===== src/rtl/energy_conv_pkg.sv =====
// rtl/energy_conv_pkg.sv - shared helpers for the energy converter blocks
package energy_conv_pkg;

  // Channel index width for a given channel count (callers guarantee nch >= 2).
  function automatic int ch_w(input int nch);
    return $clog2(nch);
  endfunction

  // Largest value representable on data_w unsigned bits.
  function automatic int sat_max(input int data_w);
    return (1 << data_w) - 1;
  endfunction

endpackage


===== src/rtl/energy_scale_avg_if.sv =====
// rtl/energy_scale_avg_if.sv - sample-in / average-out handshake bundle
interface energy_scale_avg_if #(
  parameter int DATA_W = 8,
  parameter int GAIN_W = 4,
  parameter int CH_W   = 2
);
  logic              in_valid;
  logic              in_ready;
  logic [CH_W-1:0]   in_ch;
  logic [DATA_W-1:0] in_data;
  logic [GAIN_W-1:0] gain;
  logic              out_valid;
  logic              out_ready;
  logic [CH_W-1:0]   out_ch;
  logic [DATA_W-1:0] out_data;
  logic              out_sat;
  logic [7:0]        drop_cnt;

  modport master (
    output in_valid, in_ch, in_data, gain, out_ready,
    input  in_ready, out_valid, out_ch, out_data, out_sat, drop_cnt
  );

  modport slave (
    input  in_valid, in_ch, in_data, gain, out_ready,
    output in_ready, out_valid, out_ch, out_data, out_sat, drop_cnt
  );
endinterface


===== src/rtl/energy_sat_mul.sv =====
// rtl/energy_sat_mul.sv - unsigned sample x gain multiply with saturation to DATA_W
module energy_sat_mul
  import energy_conv_pkg::*;
#(
  parameter int DATA_W = 8,
  parameter int GAIN_W = 4
) (
  input  logic [DATA_W-1:0] in_data,
  input  logic [GAIN_W-1:0] gain,
  output logic [DATA_W-1:0] s,
  output logic              sat
);
  localparam int PW = DATA_W + GAIN_W;
  localparam logic [PW-1:0] SAT_P = PW'(sat_max(DATA_W));

  logic [PW-1:0] prod;

  // Full-width product, clamped to the largest DATA_W value.
  always_comb begin
    prod = PW'(in_data) * PW'(gain);
    sat  = prod > SAT_P;
    s    = sat ? SAT_P[DATA_W-1:0] : prod[DATA_W-1:0];
  end
endmodule


===== src/rtl/energy_scale_avg.sv =====
// rtl/energy_scale_avg.sv - per-channel gain scaling and window averaging; ENERGY_AVG_ROUND_EN selects round-half-up
module energy_scale_avg
  import energy_conv_pkg::*;
#(
  parameter int DATA_W   = 8,
  parameter int GAIN_W   = 4,
  parameter int NCH      = 4,
  parameter int AVG_LOG2 = 2
) (
  input logic               clk,
  input logic               rst_n,
  energy_scale_avg_if.slave bus
);
  localparam int CH_W = ch_w(NCH);
`ifdef ENERGY_AVG_ROUND_EN
  // One spare bit so the rounding add cannot wrap.
  localparam int ACC_W = DATA_W + AVG_LOG2 + 1;
`else
  localparam int ACC_W = DATA_W + AVG_LOG2;
`endif
  localparam logic [CH_W:0] NCH_V = (CH_W + 1)'(NCH);

  typedef struct packed {
    logic [CH_W-1:0]   ch;
    logic [DATA_W-1:0] s;
    logic              sat;
  } stage1_t;

  logic              stall;
  logic              accept;
  logic              ch_ok;
  logic              advance;
  logic              close;
  logic [DATA_W-1:0] mul_s;
  logic              mul_sat;
  stage1_t           s1_q;
  logic              s1_valid;
  logic [7:0]        drop_q;
  logic [ACC_W-1:0]  acc_q  [NCH];
  logic [AVG_LOG2-1:0] cnt_q [NCH];
  logic              satf_q [NCH];
  logic [ACC_W-1:0]  sum;
  logic [DATA_W-1:0] avg;
  logic              out_valid_q;
  logic [CH_W-1:0]   out_ch_q;
  logic [DATA_W-1:0] out_data_q;
  logic              out_sat_q;

  assign stall         = out_valid_q && !bus.out_ready;
  assign bus.in_ready  = !stall;
  assign accept        = bus.in_valid && !stall;
  assign ch_ok         = {1'b0, bus.in_ch} < NCH_V;
  assign advance       = s1_valid && !stall;
  assign bus.out_valid = out_valid_q;
  assign bus.out_ch    = out_ch_q;
  assign bus.out_data  = out_data_q;
  assign bus.out_sat   = out_sat_q;
  assign bus.drop_cnt  = drop_q;

  energy_sat_mul #(
    .DATA_W(DATA_W),
    .GAIN_W(GAIN_W)
  ) u_sat_mul (
    .in_data(bus.in_data),
    .gain   (bus.gain),
    .s      (mul_s),
    .sat    (mul_sat)
  );

  // Window sum including the stage-1 sample, and its average.
`ifdef ENERGY_AVG_ROUND_EN
  logic [ACC_W-1:0]  rnd;
  logic [DATA_W:0]   quo;
  always_comb begin
    close = cnt_q[s1_q.ch] == '1;
    sum   = acc_q[s1_q.ch] + ACC_W'(s1_q.s);
    rnd   = sum + ACC_W'(1 << (AVG_LOG2 - 1));
    quo   = rnd[ACC_W-1:AVG_LOG2];
    avg   = quo[DATA_W] ? '1 : quo[DATA_W-1:0];
  end
`else
  always_comb begin
    close = cnt_q[s1_q.ch] == '1;
    sum   = acc_q[s1_q.ch] + ACC_W'(s1_q.s);
    avg   = sum[AVG_LOG2 +: DATA_W];
  end
`endif

  // Stage 1: capture the scaled beat; out-of-range channels only bump the drop counter.
  always_ff @(posedge clk or negedge rst_n) begin
    if (!rst_n) begin
      s1_valid <= 1'b0;
      s1_q     <= '0;
      drop_q   <= '0;
    end else if (!stall) begin
      s1_valid <= accept && ch_ok;
      s1_q     <= '{ch: bus.in_ch, s: mul_s, sat: mul_sat};
      if (accept && !ch_ok && drop_q != 8'hFF) begin
        drop_q <= drop_q + 8'd1;
      end
    end
  end

  // Stage 2: per-channel accumulate, clearing the channel when its window closes.
  always_ff @(posedge clk or negedge rst_n) begin
    if (!rst_n) begin
      for (int i = 0; i < NCH; i++) begin
        acc_q[i]  <= '0;
        cnt_q[i]  <= '0;
        satf_q[i] <= 1'b0;
      end
    end else if (advance) begin
      if (close) begin
        acc_q[s1_q.ch]  <= '0;
        cnt_q[s1_q.ch]  <= '0;
        satf_q[s1_q.ch] <= 1'b0;
      end else begin
        acc_q[s1_q.ch]  <= sum;
        cnt_q[s1_q.ch]  <= cnt_q[s1_q.ch] + AVG_LOG2'(1);
        satf_q[s1_q.ch] <= satf_q[s1_q.ch] | s1_q.sat;
      end
    end
  end

  // Output register: load on window close, otherwise drop valid once taken.
  always_ff @(posedge clk or negedge rst_n) begin
    if (!rst_n) begin
      out_valid_q <= 1'b0;
      out_ch_q    <= '0;
      out_data_q  <= '0;
      out_sat_q   <= 1'b0;
    end else if (advance && close) begin
      out_valid_q <= 1'b1;
      out_ch_q    <= s1_q.ch;
      out_data_q  <= avg;
      out_sat_q   <= satf_q[s1_q.ch] | s1_q.sat;
    end else if (bus.out_ready) begin
      out_valid_q <= 1'b0;
    end
  end
endmodule


===== src/flat_wrapper.sv =====
// flat-port wrapper written by rule: the top's interface ports become plain ports
module energy_scale_avg_flat import energy_conv_pkg::*;
#(
  parameter int DATA_W   = 8,
  parameter int GAIN_W   = 4,
  parameter int NCH      = 4,
  parameter int AVG_LOG2 = 2
)
  (clk, rst_n, bus_in_valid, bus_in_ch, bus_in_data, bus_gain, bus_out_ready, bus_in_ready, bus_out_valid, bus_out_ch, bus_out_data, bus_out_sat, bus_drop_cnt);
  energy_scale_avg_if #(.DATA_W(DATA_W), .GAIN_W(GAIN_W), .CH_W(2)) bus_i ();
  input logic clk;
  input logic rst_n;
  input wire logic [$bits(bus_i.in_valid)-1:0] bus_in_valid;
  input wire logic [$bits(bus_i.in_ch)-1:0] bus_in_ch;
  input wire logic [$bits(bus_i.in_data)-1:0] bus_in_data;
  input wire logic [$bits(bus_i.gain)-1:0] bus_gain;
  input wire logic [$bits(bus_i.out_ready)-1:0] bus_out_ready;
  output wire logic [$bits(bus_i.in_ready)-1:0] bus_in_ready;
  output wire logic [$bits(bus_i.out_valid)-1:0] bus_out_valid;
  output wire logic [$bits(bus_i.out_ch)-1:0] bus_out_ch;
  output wire logic [$bits(bus_i.out_data)-1:0] bus_out_data;
  output wire logic [$bits(bus_i.out_sat)-1:0] bus_out_sat;
  output wire logic [$bits(bus_i.drop_cnt)-1:0] bus_drop_cnt;
  assign bus_i.in_valid = bus_in_valid;
  assign bus_i.in_ch = bus_in_ch;
  assign bus_i.in_data = bus_in_data;
  assign bus_i.gain = bus_gain;
  assign bus_i.out_ready = bus_out_ready;
  assign bus_in_ready = bus_i.in_ready;
  assign bus_out_valid = bus_i.out_valid;
  assign bus_out_ch = bus_i.out_ch;
  assign bus_out_data = bus_i.out_data;
  assign bus_out_sat = bus_i.out_sat;
  assign bus_drop_cnt = bus_i.drop_cnt;
  energy_scale_avg #(.DATA_W(DATA_W), .GAIN_W(GAIN_W), .NCH(NCH), .AVG_LOG2(AVG_LOG2)) u_core (.clk(clk), .rst_n(rst_n), .bus(bus_i));
endmodule

===== config.mk =====
export PLATFORM = sky130hd
export DESIGN_NAME = energy_scale_avg_flat
export DESIGN_NICKNAME = d
export VERILOG_FILES = /design/src/rtl/energy_conv_pkg.sv /design/src/rtl/energy_scale_avg_if.sv /design/src/rtl/energy_sat_mul.sv /design/src/rtl/energy_scale_avg.sv /design/src/flat_wrapper.sv
export SDC_FILE = /design/constraint.sdc
export NUM_CORES = 1
export LEC_CHECK = 0
export CORE_ASPECT_RATIO = 1.4
export CORE_MARGIN = 5
export CORE_UTILIZATION = 40
export CTS_BUF_LIST = sky130_fd_sc_hd__clkbuf_4 sky130_fd_sc_hd__clkbuf_8 sky130_fd_sc_hd__clkbuf_16
export CTS_CLUSTER_SIZE = 10
export DETAILED_ROUTE_END_ITERATION = 10
export SETUP_SLACK_MARGIN = 0.05
export SLEW_MARGIN = 0
export SYNTH_ARGS = -nofsm -noshare
export SYNTH_HDL_FRONTEND = slang
export SYNTH_SLANG_ARGS = --single-unit

===== constraint.sdc =====
create_clock -name clk -period 3.15 [get_ports clk]
set_input_delay 0.63 -clock clk [delete_from_list [all_inputs] [get_ports clk]]
set_output_delay 0.63 -clock clk [all_outputs]
set_load 0.01 [all_outputs]

# Yosys cells after proc, flatten, opt, wreduce, memory -nomap -nowiden
# Cells that the tools add are included.
dict set report word_totals {
  register_bits 76
  inputBits 18
  elab_cells 67
}
dict set report classes {
  n_addsub 2
  mul 1
  n_lt_le_gt_ge 3
  n_eq_ne 1
  n_mux 24
  bitwise_logic 8
  reduce_logical 8
}
# operator count
set ops {}
lappend ops {{$and 40x40->40} 1}
lappend ops {{$bwmux 40} 1}
lappend ops {{$mux 40} 1}
lappend ops {{$not 40->40} 1}
lappend ops {{$mux 10} 3}
lappend ops {{$bmux 10 s2} 1}
lappend ops {{$demux 10 s2} 1}
lappend ops {{$mux 8} 2}
lappend ops {{$gt 12x8->1 const B} 1}
lappend ops {{$mul 8x4->12} 1}
lappend ops {{$add 10x8->10} 1}
lappend ops {{$and 8x8->8} 1}
lappend ops {{$bwmux 8} 1}
lappend ops {{$not 8->8} 1}
lappend ops {{$mux 2} 3}
lappend ops {{$logic_and 1x1->1} 5}
lappend ops {{$mux 1} 5}
lappend ops {{$and 4x4->4} 1}
lappend ops {{$bmux 2 s2} 1}
lappend ops {{$bwmux 4} 1}
lappend ops {{$demux 2 s2} 1}
lappend ops {{$mux 4} 1}
lappend ops {{$not 4->4} 1}
lappend ops {{$ge 3x3->1 const B} 1}
lappend ops {{9 further kinds} 10}

# Longest topological paths before layout
# Gate-level depths: netlist (run 1).
dict set report depth {
  depth_word 8
  depth_mapped 12
  depth_no_buf 12
}

# By module
# Synthesis (run 1) repeated with hierarchy kept, for this count alone.
dict set report unflattened {
  cells_unflattened 441
  area_unflattened_um2 4775.8
}
# module instances cells_each area_per_inst_um2 seq_area_each_um2
set modules_own_cells {}
lappend modules_own_cells {energy_scale_avg 1 309 3712.3 1901.8}
lappend modules_own_cells {energy_sat_mul 1 132 1063.5 0.0}

# Worst setup path after synthesis (run 1)
# No wires, ideal clock.
dict set report synth_timing {
  path_kind {input -> register}
  startpoint {input port bus_in_data[0]}
  endpoint {register u_core.s1_q[1] (netlist bit)}
  arrival_time_ns 3.359
  required_time_ns 3.028
  slack_ns -0.331
  cell_stages 10
  path_cell_list {nand2_1 > fa_1 > fa_1 > fa_1 > and2b_1 > o2111ai_1 > and3_1 > nor4_1 > o2111ai_2 > o22a_1}
}
dict set report synth_between {
  elab_chain_len 3
}
# item line_no
set synth_lines {}
lappend synth_lines {{start, declared} flat_wrapper.sv:15} ;# input wire logic [$bits(bus_i.in_data)-1:0] bus_in_data;
lappend synth_lines {{$mul 8x4->12 (*)} energy_sat_mul.sv:20} ;# prod = PW'(in_data) * PW'(gain);
lappend synth_lines {{$gt 12x8->1} energy_sat_mul.sv:21} ;# sat = prod > SAT_P;
lappend synth_lines {{$mux 8 (*)} energy_sat_mul.sv:22} ;# s = sat ? SAT_P[DATA_W-1:0] : prod[DATA_W-1:0];
lappend synth_lines {{end signal, assigned} energy_scale_avg.sv:97} ;# s1_q <= '{ch: bus.in_ch, s: mul_s, sat: mul_sat};
lappend synth_lines {{end, declared} energy_scale_avg.sv:36} ;# stage1_t s1_q;
# Every way passes the cells marked *; elsewhere a longest branch is shown, timed or not.
# A chain may end at the register's enable or synchronous reset.

# Worst setup path in the final report (run 1)
dict set report layout_timing {
  startpoint {input port bus_gain[2]}
  endpoint {register u_core.s1_q[2] (netlist bit)}
}
dict set report layout_between {
  elab_chain_len 3
}
# item line_no
set layout_lines {}
lappend layout_lines {{start, declared} flat_wrapper.sv:16} ;# input wire logic [$bits(bus_i.gain)-1:0] bus_gain;
lappend layout_lines {{$mul 8x4->12} energy_sat_mul.sv:20}
lappend layout_lines {{$gt 12x8->1} energy_sat_mul.sv:21}
lappend layout_lines {{$mux 8} energy_sat_mul.sv:22}
# Every way passes these cells.

==> metrics, run 1 <==
drt initial violations=120; largest family of logic cells by synthesized area=compound AO/OA/AOI/OAI gates; Final WS setup=-0.184 ns; Worst Tran Pin Value=about 0.95 ns; layout cells sized above 1=34.4%; WP data arrival=3.56 ns; Yosys reg bits=76; Yosys top cell by area=dfrtp_1; wire per inst=16.3 um; reg2reg path depth=9; Via density=5.20; Post-Layout Cell Count=638; nets@finish=about 550; vias in the first global route=approximately 3600; RSZ-0062 raised after global routing=true; Post-Syn Instances=between 400 and 500; ys async rst share=between 90% and 100%; Post-synth top flop=dfrtp_1; Syn Std Cell Area=approximately 0.0045 mm^2; htree depth=3; Mean Syn Cell Area=11.0 um^2; fmax=300 MHz; global-route wire length before repair=17700 um; antenna violations before repair=0; Worst slew margin=36.4%; largest net degree at the start of global routing=77; Post-synth EDFFs=0; worst-skew pair later-pin latency=0.34 ns; reg2reg setup slack=~0.19 ns; pins over their slew limit=0; DR vias=3316; I/O Pins=39; antenna cell count=0; gp weighted congestion=~0.82; Seq/Total Area, Yosys=42.1%; grt ovf=0; width of the die=99.8 um; DP Wirelength=7620 um; outcome=finished with violations; die height=136 um; min Tclk post-route=3.33 ns; Global Route Usage Sum=16.8%; skew final=0.00927 ns; CP startpoint kind=primary input; reg2reg start=u_core.s1_q[9]; drt pass-1 iters=4; Clock transition at path regs=0.06 ns; final worst-path cycle share=106%; adder-cell share of the synthesized area=roughly an eighth; simple-gate share of the synthesized area=11.7%; ranking of synthesized cells by area=dfrtp_1 42%, ha_1 6.9%, mux4_2 6.5%, mux2_2 6.2%, fa_1 5.8%; CTS buffer count=9; total core area=around 0.011 mm^2; crit-path max FO=6; clock sink total=76; Synth Warn #=0; clock root buffer=clkbuf_16; leakage=~2.7 nW; r2r endpoint=u_core.bus.out_data[6]; failing checks=setup timing; Setup Crit Path Kind=in2reg; input/output buffers=30; Peak VDD IR=0.637 mV; DRC violations left=0; maxcap violations=0; DP Cell Count=613; Synth Area in Compound Gates=13.0%; CTS tree=built; HP Class=in2async; most frequent cells in the layout=75 x dfrtp_1, 57 x buf_4, 45 x nand2_1, 28 x o21ai_0, 25 x mux2_2; Pwr Density=969 mW/mm^2; final setup fails=9; die area=0.0135 mm^2; Fillers=1025; CP endpoint kind=register; library cells used by synthesis=just under 50; cell row count=between 40 and 50; final setup TNS=-1.34 ns; Critical Path RT=3.37 ns; Post-DRT Antenna Nets=0; most common cell after layout, fill and taps aside=dfrtp_1; Finished Core Util=between 50% and 60%; final total power=5.65 mW; final hold vios=0; mux cell area share after synthesis=about an eighth; synth-to-layout area growth=29.2%; Synth Area in XOR/XNOR=slightly below 3%; initial core utilization=40.2%; post-synth top area share=42.1%; Max Buffers Root-to-Sink=2; Post-Route WL=10400 um
==> cell usage after synthesis, drive strengths merged (13+ instances only) <==
library cell	n
mux2	25
and2	24
buf	14
o21ai	30
mux4	13
nand2	48
fa	13
inv	23
ha	25
dfrtp	76
nor2	20
a22o	13
==> report_power, final <==
part	switching (mW)	internal [mW]
clock network	0.379	0.619
registers	0.239	1.42
logic	1.52	1.47
==> sequential cells by signal, indices dropped and copies added (netlist names) <==
register and flops:
u_core.bus.out_valid 1, u_core.bus.out_ch 2, u_core.acc_q 40, u_core.satf_q 4, u_core.s1_q 11, u_core.cnt_q 8
u_core.bus.out_sat 1, u_core.bus.out_data 8, u_core.s1_valid 1
==> what timing repair did <==
action,CTS,global route
endpoints found under the setup margin,9,15
hold buffers,0,0
pin swaps,38,12
hold endpoints to repair,0,0
resized for setup,75,11
cloned,1,0
setup buffers,5,5
==> worst max-delay path by stage <==
stage	cells past startpoint	endpoint	from	slack, ns
floorplan	12	u_core.s1_q[2]	bus_gain[1]	-0.23
CTS	14	u_core.s1_q[3]	bus_gain[2]	-0.19
finish	14	u_core.s1_q[2]	bus_gain[2]	-0.18
detailed placement	13	u_core.s1_q[3]	bus_gain[1]	-1.02
global route	14	u_core.s1_q[2]	bus_in_data[2]	-0.32
global placement	13	u_core.s1_q[6]	bus_in_data[3]	-0.99
==> area by class of cell <==
class | count | area [um^2] | share of cell area [%]
well taps | 144 | 180 | 3.09
clock inverters | 3 | 40.0 | 0.687
multi-input cells | 295 | 2660 | 45.7
clock buffers | 11 | 240 | 4.12
flip-flops and latches | 76 | 1900 | 32.6
repair buffers | 86 | 717 | 12.3
inverters | 23 | 86.3 | 1.48
==> worst max-delay path, cell delays in order <==
cell	delay, ns
buf_8	0.11
buf_4	0.12
and2_4	0.13
fa_1	0.48
inv_1	0.05
fa_1	0.50
inv_2	0.05
ha_4	0.23
o21a_1	0.22
o21bai_1	0.15
a22o_1	0.16
o31a_1	0.29
o2111ai_4	0.22
o22a_1	0.23
==> cell families (layout without fill, tap and decap cells) <==
group                    Yosys count  after routing
other                              1              8
flip-flops                        76             76
XOR/XNOR                          14             14
adder cells (fa/ha/maj)           38             38
buffers and inverters             46            123
AND/OR/NAND/NOR                  112            112
AO/OA/AOI/OAI                     84             85
multiplexers                      38             38
==> layer usage <==
layer  part of all wire, %  track usage (%)  vias up  wire length [um]
met1                    40             18.6     1654              4170
met4                   3.5             8.28        0               370
met5                     0                0        -                 0
li1                      -                -     1577                 -
met2                    53             30.1       58              5540
met3                   3.4             3.61       27               353
==> through the flow <==
| step | setup slack (ns) | hold WS [ns] | area, um^2 |
|---|---|---|---|
| after detailed placement | -1.02 | 0.466 | 5310 |
| after global routing | -0.320 | 0.503 | 5830 |
| after global placement | -0.994 | 0.457 | 5310 |
| after floorplan | -0.235 | 0.334 | 4610 |
| final | -0.184 | 0.446 | 5830 |
| after CTS | -0.189 | 0.479 | 5750 |
Power figures use the tool's default switching activity.
==> run 2, diff against run 1 <==
--- a/config.mk
+++ b/config.mk
@@ -6,8 +6,8 @@
 export NUM_CORES = 1
 export LEC_CHECK = 0
 export CORE_ASPECT_RATIO = 1.4
-export CORE_MARGIN = 5
-export CORE_UTILIZATION = 40
+export CORE_MARGIN = 2
+export CORE_UTILIZATION = 30
 export CTS_BUF_LIST = sky130_fd_sc_hd__clkbuf_4 sky130_fd_sc_hd__clkbuf_8 sky130_fd_sc_hd__clkbuf_16
 export CTS_CLUSTER_SIZE = 10
 export DETAILED_ROUTE_END_ITERATION = 10
==> run 2 against run 1 <==
The run still ends with setup timing left. Worst setup slack got worse by 0.075 ns. Sequential power hardly changed. Via count shrank 2.4%. Routed wire length is 2.9% lower. Clock skew down 0.0052 ns. Register-to-register slack about the same. Sequential share of layout area about the same. Worst hold slack worse by 0.0038 ns. Critical endpoint is now u_core.s1_q[1]. Largest power group unchanged. Highest routed layer unchanged.
==> metrics, run 2 (same netlist as run 1, synthesis figures left out) <==
fmax=293 MHz (was 300 MHz); nets@finish=535 (was 547); CTS tree=built (unchanged); Post-Route WL=10100 um (was 10400 um); maxcap violations=0 (unchanged); total core area=0.0149 mm^2 (was 0.0112 mm^2); initial core utilization=30.4% (was 40.2%); skew final=0.00411 ns (was 0.00927 ns); crit-path cells=buf_8 > and2_4 > fa_1 > inv_2 > fa_1 > inv_2 > ha_4 > and2b_2 > o2111ai_2 > buf_4 > nand3b_1 > xnor2_2 > o2111ai_2 > o22a_1 (was buf_8 > buf_4 > and2_4 > fa_1 > inv_1 > fa_1 > inv_2 > ha_4 > o21a_1 > o21bai_1 > a22o_1 > o31a_1 > o2111ai_4 > o22a_1); CP startpoint kind=primary input (unchanged); leakage=2.61 nW (was 2.65 nW); Largest stage delay, worst path=0.54 ns (was 0.50 ns); clock sink total=76 (unchanged); Critical Path RT=3.37 ns (about the same); CP max-delay cell=fa_1 (unchanged); WP data arrival=3.63 ns (was 3.56 ns); input/output buffers=30 (unchanged); Final WS setup=-0.259 ns (was -0.184 ns); max reg flops=40 (unchanged); antenna violations before repair=0 (unchanged); clock root buffer=clkbuf_16 (unchanged); pins over their slew limit=0 (unchanged); Via density=4.79 (was 5.20); Peak VDD IR=0.453 mV (was 0.637 mV); largest registers=u_core.acc_q (40), u_core.s1_q (11) (unchanged); most frequent cells in the layout=75 x dfrtp_1, 47 x nand2_1, 46 x buf_4, 28 x o21ai_0, 25 x mux2_2 (was 75 x dfrtp_1, 57 x buf_4, 45 x nand2_1, 28 x o21ai_0, 25 x mux2_2); CTS buffer count=9 (unchanged); largest net degree at the start of global routing=77 (unchanged); Biggest register=u_core.acc_q (unchanged); min Tclk post-route=3.41 ns (was 3.33 ns); Pwr Density=977 mW/mm^2 (was 969 mW/mm^2); global-route wire length before repair=17000 um (was 17700 um); Post-DRT Antenna Nets=0 (unchanged); Setup Crit Path Kind=in2reg (unchanged); HP Class=in2async (unchanged); synth-to-layout area growth=29.3% (was 29.2%); gp weighted congestion=0.868 (was 0.819); vias in the first global route=3439 (was 3636); die area=0.0161 mm^2 (was 0.0135 mm^2); Area after DPL=0.00530 mm^2 (was 0.00531 mm^2); crit-path max FO=4 (was 6); Clock transition at path regs=0.05 ns (was 0.06 ns); htree depth=3 (unchanged); layout cells sized above 1=32.2% (was 34.4%); DRC violations left=0 (unchanged); I/O Pins=39 (unchanged); die height=149 um (was 136 um); most common cell after layout, fill and taps aside=dfrtp_1 (unchanged); worst-skew pair later-pin latency=0.34 ns (about the same); CP endpoint kind=register (unchanged); wire per inst=15.0 um (was 16.3 um); drt initial violations=187 (was 120); RSZ-0062 raised after global routing=true (unchanged); outcome=finished with violations (unchanged); Post-Layout Cell Count=676 (was 638); failing checks=setup timing (unchanged); antenna cell count=0 (unchanged); post-route design area=0.00583 mm^2 (about the same); Max Buffers Root-to-Sink=2 (unchanged); width of the die=108 um (was 99.8 um); final hold vios=0 (unchanged); grt ovf=0 (unchanged); final worst-path cycle share=108% (was 106%); cell row count=53 (was 46); DP Wirelength=7440 um (was 7620 um); Global Route Usage Sum=13.6% (was 16.8%); drt pass-1 iters=4 (unchanged); DR vias=3236 (was 3316); Worst slew margin=37.2% (was 36.4%); DP Cell Count=652 (was 613); Worst Tran Pin Value=0.941 ns (was 0.954 ns); final setup fails=9 (unchanged)
## run 2: changes by cell type in the layout (fill, tap and decap cells not counted), moves of 2 or more
cell and change:
clkbuf_4 -2, clkbuf_8 +3, nand2_2 -2, nand2_1 +2, buf_4 -11
## run 2: critical path: cells and delay by family
family,cells,cell delay [ns]
adders and majority gates,3,1.29
xor gates and xnor gates,1,0.25
and+or+nand+nor,3,0.48
buffers and inverters,4,0.33
AOI/OAI and AO/OA,3,0.65
## run 2: through the flow
stage	util [%]	hold slack, ns	setup TNS [ns]	worst slack [ns]	power [mW]
CTS	38.9	0.474	-1.76	-0.224	5.69
global placement	35.7	0.457	-8.65	-0.964	4.34
global route	39.3	0.505	-2.99	-0.354	6.15
finish	39.3	0.442	-1.99	-0.259	5.70
floorplan	-	0.334	-2.11	-0.235	3.56
detailed placement	35.7	0.468	-9.25	-1.03	4.43
## run 2: layer usage
metal / track usage, % / wire (um) / up-vias
li1: - / - / 1558
met1: 16.8 / 4460 / 1602
met2: 23.4 / 5130 / 64
met3: 3.01 / 341 / 12
met4: 4.36 / 190 / 0
met5: 0 / 0 / -
## run 2: repair_timing
item	4_1_cts	5_1_grt
gates resized for setup	65	12
gates cloned	1	0
pin swaps	34	7
setup buffers	5	2
hold buffers	0	0
setup endpoints to repair	9	17
## run 2: path summary, 6_finish.rpt
path | startpoint | end | slack (ns) | cells past startpoint
worst min register to register | u_core.acc_q[21] | u_core.acc_q[21] | 0.48 | 2
max in group asynchronous | rst_n | u_core.s1_q[9] | 2.05 | 1
worst min-delay path | rst_n | u_core.acc_q[9] | 0.44 | 1
min in group clk | u_core.acc_q[21] | u_core.acc_q[21] | 0.48 | 2
worst max-delay path | bus_in_data[1] | u_core.s1_q[1] | -0.26 | 14
worst max register to register | u_core.s1_q[9] | u_core.bus.out_data[6] | 0.18 | 9
## run 2: power breakdown
part | internal (mW) | switching (mW) | total (mW)
combinational | 1.41 | 1.50 | 2.91
sequential | 1.42 | 0.235 | 1.65
clock | 0.755 | 0.383 | 1.14
## run 2: cell type report
type | count | area (um^2)
clock inverters | 4 | 70.1
flip-flops and latches | 76 | 1900
inverters | 23 | 86.3
clock buffers | 12 | 267
multi-input cells | 295 | 2640
well taps | 192 | 240
fillers | 1464 | 9020
repair buffers | 74 | 628
